===== config.mk =====
export PLATFORM = sky130hd
export DESIGN_NAME = shift_reg_tx_ctrl_flat
export DESIGN_NICKNAME = d
export VERILOG_FILES = /design/src/rtl/shift_reg_tx_ctrl_if.sv /design/src/rtl/shift_reg_tx_ctrl.sv /design/src/flat_wrapper.sv
export SDC_FILE = /design/constraint.sdc
export NUM_CORES = 1
export LEC_CHECK = 0
export CAP_MARGIN = 20
export CELL_PAD_IN_SITES_DETAIL_PLACEMENT = 0
export CELL_PAD_IN_SITES_GLOBAL_PLACEMENT = 1
export CORE_MARGIN = 2
export CORE_UTILIZATION = 33
export CTS_BUF_LIST = sky130_fd_sc_hd__clkbuf_8
export CTS_CLUSTER_SIZE = 12
export DETAILED_ROUTE_END_ITERATION = 10
export MAX_ROUTING_LAYER = met4
export PLACE_DENSITY = 0.87
export SKIP_LAST_GASP = 1
export SYNTH_ARGS = -nofsm -noshare
export SYNTH_HDL_FRONTEND = slang
export SYNTH_SLANG_ARGS = --single-unit
export TNS_END_PERCENT = 50

===== constraint.sdc =====
create_clock -name clk -period 2 [get_ports clk]
set_input_delay 0.4 -clock clk [delete_from_list [all_inputs] [get_ports clk]]
set_output_delay 0.4 -clock clk [all_outputs]
set_load 0.05 [all_outputs]

===== src/rtl/shift_reg_tx_ctrl_if.sv =====
// shift_reg_tx_ctrl_if: byte valid/ready handshake between a producer (master) and the tx controller (slave)
//   in_data  byte offered by the producer
//   in_valid producer has a byte
//   in_ready controller can accept a byte
interface shift_reg_tx_ctrl_if;
  logic [7:0] in_data;
  logic in_valid;
  logic in_ready;
  modport master(output in_data, in_valid, input in_ready);
  modport slave(input in_data, in_valid, output in_ready);
endinterface


===== src/rtl/shift_reg_tx_ctrl.sv =====
// shift_reg_tx_ctrl: sequences an external 8-bit load/shift-right register to send a byte LSB-first, each bit held DIV clocks
//   clk, rst_n  clock, async active-low reset
//   up          byte handshake (slave side of shift_reg_tx_ctrl_if)
//   abort       terminate the current byte (sync)
//   sr_s/sr_pdata/sr_sin  register controls: 1 = load sr_pdata, 0 = shift right with sr_sin into Q[7]
//   sr_q        register contents
//   ser_out/ser_valid     serial bit (sr_q[0]) and its qualifier
//   busy/done   not idle / one-cycle end-of-byte pulse
module shift_reg_tx_ctrl #(
  parameter int unsigned DIV = 1,
  parameter logic FILL = 1'b0
) (
  input  logic clk,
  input  logic rst_n,
  shift_reg_tx_ctrl_if.slave up,
  input  logic abort,
  output logic sr_s,
  output logic [7:0] sr_pdata,
  output logic sr_sin,
  input  logic [7:0] sr_q,
  output logic ser_out,
  output logic ser_valid,
  output logic busy,
  output logic done
);
  localparam logic [1:0] IDLE = 2'd0;
  localparam logic [1:0] LOAD = 2'd1;
  localparam logic [1:0] SHIFT = 2'd2;
  localparam logic [1:0] DONE = 2'd3;
  logic [1:0] state;
  logic [7:0] byte_q;
  logic [2:0] bit_cnt;
  logic [7:0] div_cnt;
  logic hold;
  logic accept;
  assign hold = div_cnt != 8'(DIV - 1);
  assign up.in_ready = rst_n && state == IDLE && !abort;
  assign accept = up.in_valid && up.in_ready;
  assign sr_s = state == LOAD || (state == SHIFT && hold);
  assign sr_pdata = state == LOAD ? byte_q : state == SHIFT ? sr_q : 8'h00;
  assign sr_sin = FILL;
  assign ser_out = sr_q[0];
  assign ser_valid = state == SHIFT;
  assign busy = state != IDLE;
  assign done = state == DONE;
  always_ff @(posedge clk or negedge rst_n)
    if (!rst_n) begin
      state <= IDLE;
      byte_q <= 8'h00;
      bit_cnt <= 3'd0;
      div_cnt <= 8'd0;
    end else begin
      case (state)
        IDLE: if (accept) begin
          byte_q <= up.in_data;
          state <= LOAD;
        end
        LOAD: begin
          bit_cnt <= 3'd0;
          div_cnt <= 8'd0;
          state <= abort ? IDLE : SHIFT;
        end
        SHIFT: if (abort) begin
          bit_cnt <= 3'd0;
          div_cnt <= 8'd0;
          state <= IDLE;
        end else if (hold) begin
          div_cnt <= div_cnt + 8'd1;
        end else begin
          div_cnt <= 8'd0;
          bit_cnt <= bit_cnt + 3'd1;
          state <= bit_cnt == 3'd7 ? DONE : SHIFT;
        end
        default: state <= IDLE;
      endcase
    end
endmodule

===== src/flat_wrapper.sv =====
// flat-port wrapper written by rule: the top's interface ports become plain ports
module shift_reg_tx_ctrl_flat 
#(
  parameter int unsigned DIV = 1,
  parameter logic FILL = 1'b0
)
  (clk, rst_n, abort, sr_s, sr_pdata, sr_sin, sr_q, ser_out, ser_valid, busy, done, up_in_data, up_in_valid, up_in_ready);
  shift_reg_tx_ctrl_if up_i ();
  input  logic clk;
  input  logic rst_n;
  input  logic abort;
  output logic sr_s;
  output logic [7:0] sr_pdata;
  output logic sr_sin;
  input  logic [7:0] sr_q;
  output logic ser_out;
  output logic ser_valid;
  output logic busy;
  output logic done;
  input wire logic [$bits(up_i.in_data)-1:0] up_in_data;
  input wire logic [$bits(up_i.in_valid)-1:0] up_in_valid;
  output wire logic [$bits(up_i.in_ready)-1:0] up_in_ready;
  assign up_i.in_data = up_in_data;
  assign up_i.in_valid = up_in_valid;
  assign up_in_ready = up_i.in_ready;
  shift_reg_tx_ctrl #(.DIV(DIV), .FILL(FILL)) u_core (.clk(clk), .rst_n(rst_n), .up(up_i), .abort(abort), .sr_s(sr_s), .sr_pdata(sr_pdata), .sr_sin(sr_sin), .sr_q(sr_q), .ser_out(ser_out), .ser_valid(ser_valid), .busy(busy), .done(done));
endmodule

==> results of run 1 <==
registers in the layout, summed over array words and instances (netlist names):
| signal | flops |
|---|---|
| u_core.bit_cnt | 3 |
| u_core.byte_q | 8 |
| u_core.state | 2 |
| u_core.div_cnt | 8 |
metrics by stage:
step / hold WS [ns] / util [%] / instance area, sq um
final: 0.5074 / 54.17 / 1968
after global placement: 0.4910 / 49.21 / 1788
after global routing: 0.5313 / 54.17 / 1968
after detailed placement: 0.4929 / 49.21 / 1788
after floorplan: 0.1044 / - / 1237
after CTS: 0.5101 / 52.27 / 1899
power breakdown:
group | total, mW | switching, mW | internal, mW | leakage (nW)
sequential | 0.611 | 0.0768 | 0.535 | 0.272
clock | 0.266 | 0.127 | 0.138 | 0.0255
combinational | 1.73 | 0.912 | 0.819 | 0.598
total | 2.61 | 1.12 | 1.49 | 0.896
metal layers:
| metal | vias up | global-route usage, % | wire length [microns] |
|---|---|---|---|
| li1 | 532 | - | - |
| met1 | 536 | 18.56 | 1272 |
| met2 | 16 | 28.48 | 1798 |
| met3 | 4 | 1.215 | 57 |
| met4 | 0 | 6.250 | 44 |
| met5 | - | - | 0 |
critical path: stages (launching register included):
cell     delay, ns
dfrtp_1       0.40
inv_2         0.07
ha_2          0.17
nor4b_4       0.20
nand2_1       0.12
a21o_1        0.19
buf_6         0.15
final cells by class:
type                            count  share of cell area (%)
Tap cell                           48                   3.051
Clock buffer                        3                   2.098
Clock inverter                      1                  0.2543
Timing Repair Buffer               51                   30.51
Multi-Input combinational cell     88                   35.73
Sequential cell                    21                   26.83
Inverter                            8                   1.526
repair_timing:
item,4_1_cts,5_1_grt
pin swaps,1,4
setup buffers,5,4
gates resized for setup,7,10
setup endpoints to repair,9,11
hold buffers,0,0
cell families after synthesis:
logic type,count (synthesis),share of synthesized area [%]
adder cells (fa/ha/maj),8,8.130
XOR/XNOR,4,2.846
multiplexers,11,10.16
AO/OA/AOI/OAI,27,15.14
buffers and inverters,14,4.877
flip-flops,21,42.68
other,1,0.3046
AND/OR/NAND/NOR,37,15.85
worst paths after layout:
check                                              startpoint                             to  slack [ns]  cells past startpoint
worst max-delay path            u_core.div_cnt[1]$_DFFE_PN0P_                           sr_s        0.05                      6
worst min-delay path             u_core.byte_q[6]$_DFFE_PN0P_   u_core.byte_q[6]$_DFFE_PN0P_        0.51                      1
worst max register to register  u_core.div_cnt[1]$_DFFE_PN0P_  u_core.div_cnt[2]$_DFFE_PN0P_        0.13                      7
worst min register to register   u_core.byte_q[6]$_DFFE_PN0P_   u_core.byte_q[6]$_DFFE_PN0P_        0.51                      1
max in group asynchronous                               rst_n   u_core.byte_q[4]$_DFFE_PN0P_        1.25                      2
min in group asynchronous                               rst_n    u_core.state[1]$_DFFE_PN0P_        0.57                      2
synth_stat cells:
cell	number
and3_2	1
clkbuf_1	4
and4_1	1
a22o_1	7
nand3_1	1
inv_1	8
ha_1	8
o21ai_0	4
mux2i_1	2
mux2_2	8
nor2b_1	2
o21ai_4	1
mux2_4	1
nand4b_1	1
nor3_1	5
a21o_2	1
nor4_1	2
o22ai_1	4
buf_4	2
xnor2_1	3
a21oi_1	8
nand4_1	1
xor2_1	1
nor4b_1	1
nor2_1	4
conb_1	1
a21o_1	2
nand2_2	1
dfrtp_1	21
nand2_1	14
or3_1	1
nand2b_1	1
or4b_4	1
==> results.py, run 1 <==
metrics = {
    "outcome": {
        "status": "finished, final reports clean",
    },
    "place": {
        "dp.cells": 208,
        "gp_congestion": 0.8537,
        "dp.final_hpwl_microns": 2319,
        "port_buffers": 33,
        "pre_cts_ws_ns": 0.01460,
    },
    "worst_setup_path": {
        "cp_max_fo": 2,
        "critPathKind": "flop to primary output",
        "end_kind": "primary output",
        "cp.arrival_ns": 1.55,
        "crit_required_ns": 1.60,
        "critPathLaunchType": "flop",
    },
    "die": {
        "start_util_pct": 33.88,
        "row_count": 22,
        "ioPinCount": 35,
        "design.core.area_sq_um": 3633,
        "die_w_microns": 65.08,
        "dieHeight_microns": 65.08,
        "dieArea_sq_um": 4235,
    },
    "cells_and_area": {
        "final.fill_count": 319,
        "layout_common_cells": "clkdlybuf4s50_1 (19), dfrtp_1 (19), buf_4 (17), nand2_1 (14), buf_12 (13)",
        "n_antenna_cell": 0,
        "final_net_count": 201,
        "area_growth_syn_to_layout_pct": 59.86,
        "instances_no_fill": 220,
        "seqCellArea_sq_um": 528.0,
        "drive_gt1_share_pct": 37.79,
        "multiInputGateArea_sq_um": 703.2,
    },
    "synthesis": {
        "avgSynthCellArea_sq_um": 10.01,
        "synth_seq_area_share_pct": 42.68,
        "syn_area_sq_um": 1231,
        "synth.distinct_cells": 33,
        "synth_fp_nets": 151,
        "yosysWarnings": 0,
        "synth_top_area_share_pct": 42.68,
        "yosysTopAreaCell": "dfrtp_1",
        "synth_seq_cells": 21,
        "synthTopCellsByArea": "dfrtp_1 (43%), ha_1 (8.1%), mux2_2 (7.3%)",
        "syn_inst": 123,
    },
    "drt": {
        "ant_nets": 0,
        "wl_per_cell_microns": 14.42,
        "avgViaCountPerCell": 4.945,
        "vias": 1088,
        "postRouteWirelength_microns": 3172,
        "drt_iter0_drc": 29,
        "drt-pass1-iter-count": 4,
        "route.detailed.drc": 0,
    },
    "global_route": {
        "grt_pass1_vias": 1115,
        "antenna_found_initial": 0,
        "grt_pass1_wl_microns": 5064,
        "globalRoute.totalOverflow": 0,
        "grt_util_all_layers_pct": 15.91,
        "grt_max_degree": 19,
    },
    "sta": {
        "setup_ws_ns": 0.05323,
        "drv_slew": 0,
        "rsz0062_at_grt": "true",
        "final_hold_viol_count": 0,
        "finClkSkew_ns": 0.003437,
        "tns_ns": 0,
        "fin_crit_ns": 1.947,
        "final.period_utilization_pct": 97.34,
        "max_freq_mhz": 513.7,
        "setup_viol": 0,
    },
    "flow_run": {
        "max-cap-violations": 0,
    },
    "pwr": {
        "power.density_nw_per_um2": 1325,
        "p_total_mw": 2.608,
        "ir_worst_vdd_mv": 0.4232,
        "leakage_nw": 0.8962,
    },
    "clock_network": {
        "cts_buffers": 3,
        "cts_root_buf": "clkbuf_8",
        "clockBufferDepth": 2,
        "htreeDepth": 1,
        "cts.clk_slew.worst_paths_ns": 0.07,
        "cts.sinks": 21,
        "cts_tree": "done",
        "clk_latency_ns": 0.25,
    },
    "min_path": {
        "hp-class": "flop to flop",
    },
}
(Power assumes the default switching activity.)
==> inputs of run 2 (changes only) <==
--- a/config.mk
+++ b/config.mk
@@ -9,12 +9,12 @@
 export CELL_PAD_IN_SITES_DETAIL_PLACEMENT = 0
 export CELL_PAD_IN_SITES_GLOBAL_PLACEMENT = 1
 export CORE_MARGIN = 2
-export CORE_UTILIZATION = 33
+export CORE_UTILIZATION = 40
 export CTS_BUF_LIST = sky130_fd_sc_hd__clkbuf_8
 export CTS_CLUSTER_SIZE = 12
 export DETAILED_ROUTE_END_ITERATION = 10
 export MAX_ROUTING_LAYER = met4
-export PLACE_DENSITY = 0.87
+export PLACE_DENSITY = 0.95
 export SKIP_LAST_GASP = 1
 export SYNTH_ARGS = -nofsm -noshare
 export SYNTH_HDL_FRONTEND = slang
==> constraint.sdc (replaced) <==
create_clock -name clk -period 2.4 [get_ports clk]
set_input_delay 0.48 -clock clk [delete_from_list [all_inputs] [get_ports clk]]
set_output_delay 0.48 -clock clk [all_outputs]
set_load 0.05 [all_outputs]
==> run 2 against run 1 <==
Die area down 16%. Cell count is 13% lower. Final area decreased by 11%. Critical path depth did not move. Power fell by 22%. Non-clock buffer count is 14 lower. Worst setup slack improved by 0.080 ns. Count of clock-buffer cells in the layout stayed put. Sequential power shrank 18%. Critical path type unchanged. Global-route usage is 2.6 points higher.
==> results.py, run 2 (synthesized netlist as in run 1, its figures left out) <==
metrics = {
    "outcome": {
        "status": "finished, final reports clean",
    },
    "global_route": {
        "globalRoute.totalOverflow": 0,
        "grt_pass1_wl_microns": 4643,
        "antenna_found_initial": 0,
        "grt_pass1_vias": 997,
        "grt_util_all_layers_pct": 18.53,
        "grt_max_degree": 19,
    },
    "worst_setup_path": {
        "r2r_end": "u_core.state[0]$_DFFE_PN0P_",
        "crit_required_ns": 1.92,
        "rr_worst_depth": 6,
        "critPathLaunchType": "flop",
        "startpoint": "u_core.div_cnt[0]$_DFFE_PN0P_",
        "cp_max_fo": 5,
        "cp.arrival_ns": 1.79,
        "crit-reg2reg-launch": "u_core.div_cnt[0]$_DFFE_PN0P_",
        "end_kind": "primary output",
        "r2r_setup_slack_ns": 0.37,
        "critPathKind": "flop to primary output",
        "crit_path_end": "sr_s",
    },
    "sta": {
        "finClkSkew_ns": 0.002036,
        "tns_ns": 0,
        "max_freq_mhz": 441.1,
        "maxSlewHeadroom_pct": 65.79,
        "setup_viol": 0,
        "fin_crit_ns": 2.267,
        "drv_slew": 0,
        "rsz0062_at_grt": "false",
        "final_hold_viol_count": 0,
        "final.period_utilization_pct": 94.46,
        "worst_pin_slew_ns": 0.5122,
    },
    "cells_and_area": {
        "layout_common_cells": "dfrtp_1 (21), clkdlybuf4s50_1 (20), nand2_1 (14), buf_12 (9)",
        "area_growth_syn_to_layout_pct": 41.97,
        "final_net_count": 187,
        "n_antenna_cell": 0,
        "mostFrequentLayoutCell": "dfrtp_1",
        "drive_gt1_share_pct": 22.78,
        "reg_top3": "u_core.byte_q (8), u_core.div_cnt (8), u_core.bit_cnt (3)",
        "final_area_sq_um": 1748,
    },
    "clock_network": {
        "postCtsSetupBuffers": 0,
        "cts.clk_slew.worst_paths_ns": 0.08,
        "cts_buffers": 3,
        "cts.sinks": 21,
        "htreeDepth": 1,
        "cts_tree": "done",
        "clk_latency_ns": 0.26,
        "cts_resized": 1,
        "cts_hold_buf": 0,
        "clockBufferDepth": 2,
        "cts_root_buf": "clkbuf_8",
    },
    "pwr": {
        "p_int_mw": 1.133,
        "p_clk_share_pct": 11.5,
        "seqPwrFrac_pct": 24.7,
        "p_comb_share_pct": 63.9,
        "power.density_nw_per_um2": 1161,
        "leakage_nw": 0.7997,
        "ir_worst_vdd_mv": 0.6241,
        "swShare_pct": 44.16,
        "p_switching_uw": 896.3,
    },
    "drt": {
        "drt-pass1-iter-count": 4,
        "ant_nets": 0,
        "vias": 1020,
        "postRouteWirelength_microns": 2930,
        "route.detailed.drc": 0,
        "wl_per_cell_microns": 15.34,
        "drt_iter0_drc": 52,
        "avgViaCountPerCell": 5.340,
    },
    "die": {
        "row_count": 20,
        "dieHeight_microns": 59.48,
        "design.core.area_sq_um": 2978,
        "die_w_microns": 59.48,
        "ioPinCount": 35,
        "dieArea_sq_um": 3538,
        "start_util_pct": 41.34,
    },
    "place": {
        "dp.final_hpwl_microns": 2288,
        "port_buffers": 33,
        "placed_area_sq_um": 1685,
        "gp_congestion": 0.8713,
    },
    "min_path": {
        "hp-class": "input port to asynchronous set/reset pin",
    },
    "flow_run": {
        "max-cap-violations": 0,
    },
}
## run 2: cell types whose count changed in the layout (fill, tap and decap cells not counted), sizes merged
| cell | before | now |
|---|---|---|
| buf | 32 | 16 |
| clkdlybuf4s50 | 19 | 20 |
| dlymetal6s2s | 0 | 1 |
## run 2: worst min path at each step
| stage | from | to | slack (ns) | depth (start not counted) |
|---|---|---|---|---|
| floorplan | rst_n | u_core.bit_cnt[0]$_DFFE_PN0P_ | 0.18 | 0 |
| global placement | u_core.byte_q[1]$_DFFE_PN0P_ | u_core.byte_q[1]$_DFFE_PN0P_ | 0.49 | 1 |
| detailed placement | u_core.byte_q[2]$_DFFE_PN0P_ | u_core.byte_q[2]$_DFFE_PN0P_ | 0.50 | 1 |
| CTS | rst_n | u_core.byte_q[6]$_DFFE_PN0P_ | 0.47 | 1 |
| global route | rst_n | u_core.state[0]$_DFFE_PN0P_ | 0.47 | 1 |
| finish | rst_n | u_core.state[1]$_DFFE_PN0P_ | 0.47 | 1 |
## run 2: metrics by stage
step	setup WS, ns	cells	total power, mW	utilization [%]	hold WS (ns)
detailed placement	0.2363	187	1.790	56.60	0.4967
finish	0.1329	191	2.030	58.70	0.4656
global route	0.04192	191	2.139	58.70	0.4670
global placement	0.2875	187	1.768	56.60	0.4915
CTS	0.03256	191	2.029	58.24	0.4742
floorplan	0.05016	123	1.263	-	0.1844
## run 2: final cells by class
type	count	area [sq um]
clock buffers	3	41.29
clock inverters	1	5.005
fillers	250	1230
inverters	8	30.03
multi-input cells	88	659.4
flip-flops and latches	21	525.5
well taps	33	41.29
repair buffers	37	445.4
## run 2: power groups by stage
stage | Combinational (mW) | Sequential (mW) | Clock (mW)
after CTS | 1.29 | 0.500 | 0.235
final | 1.30 | 0.501 | 0.232
after global routing | 1.37 | 0.513 | 0.256
after floorplan | 0.776 | 0.487 | 0
after detailed placement | 1.28 | 0.507 | 0
after global placement | 1.27 | 0.498 | 0
## run 2: layer usage
layer	GRT usage (%)	vias to the layer above	routed length, microns
met3	2.620	4	53
met1	22.50	499	1290
met2	30.14	16	1529
met5	-	-	0
met4	8.766	0	57
li1	-	501	-
## run 2: worst max-delay path, stage by stage, from the launching register on
cell	delay, ns
dfrtp_1	0.41
inv_1	0.10
ha_1	0.17
nor4b_2	0.26
nand2_1	0.19
a21o_1	0.21
buf_4	0.18
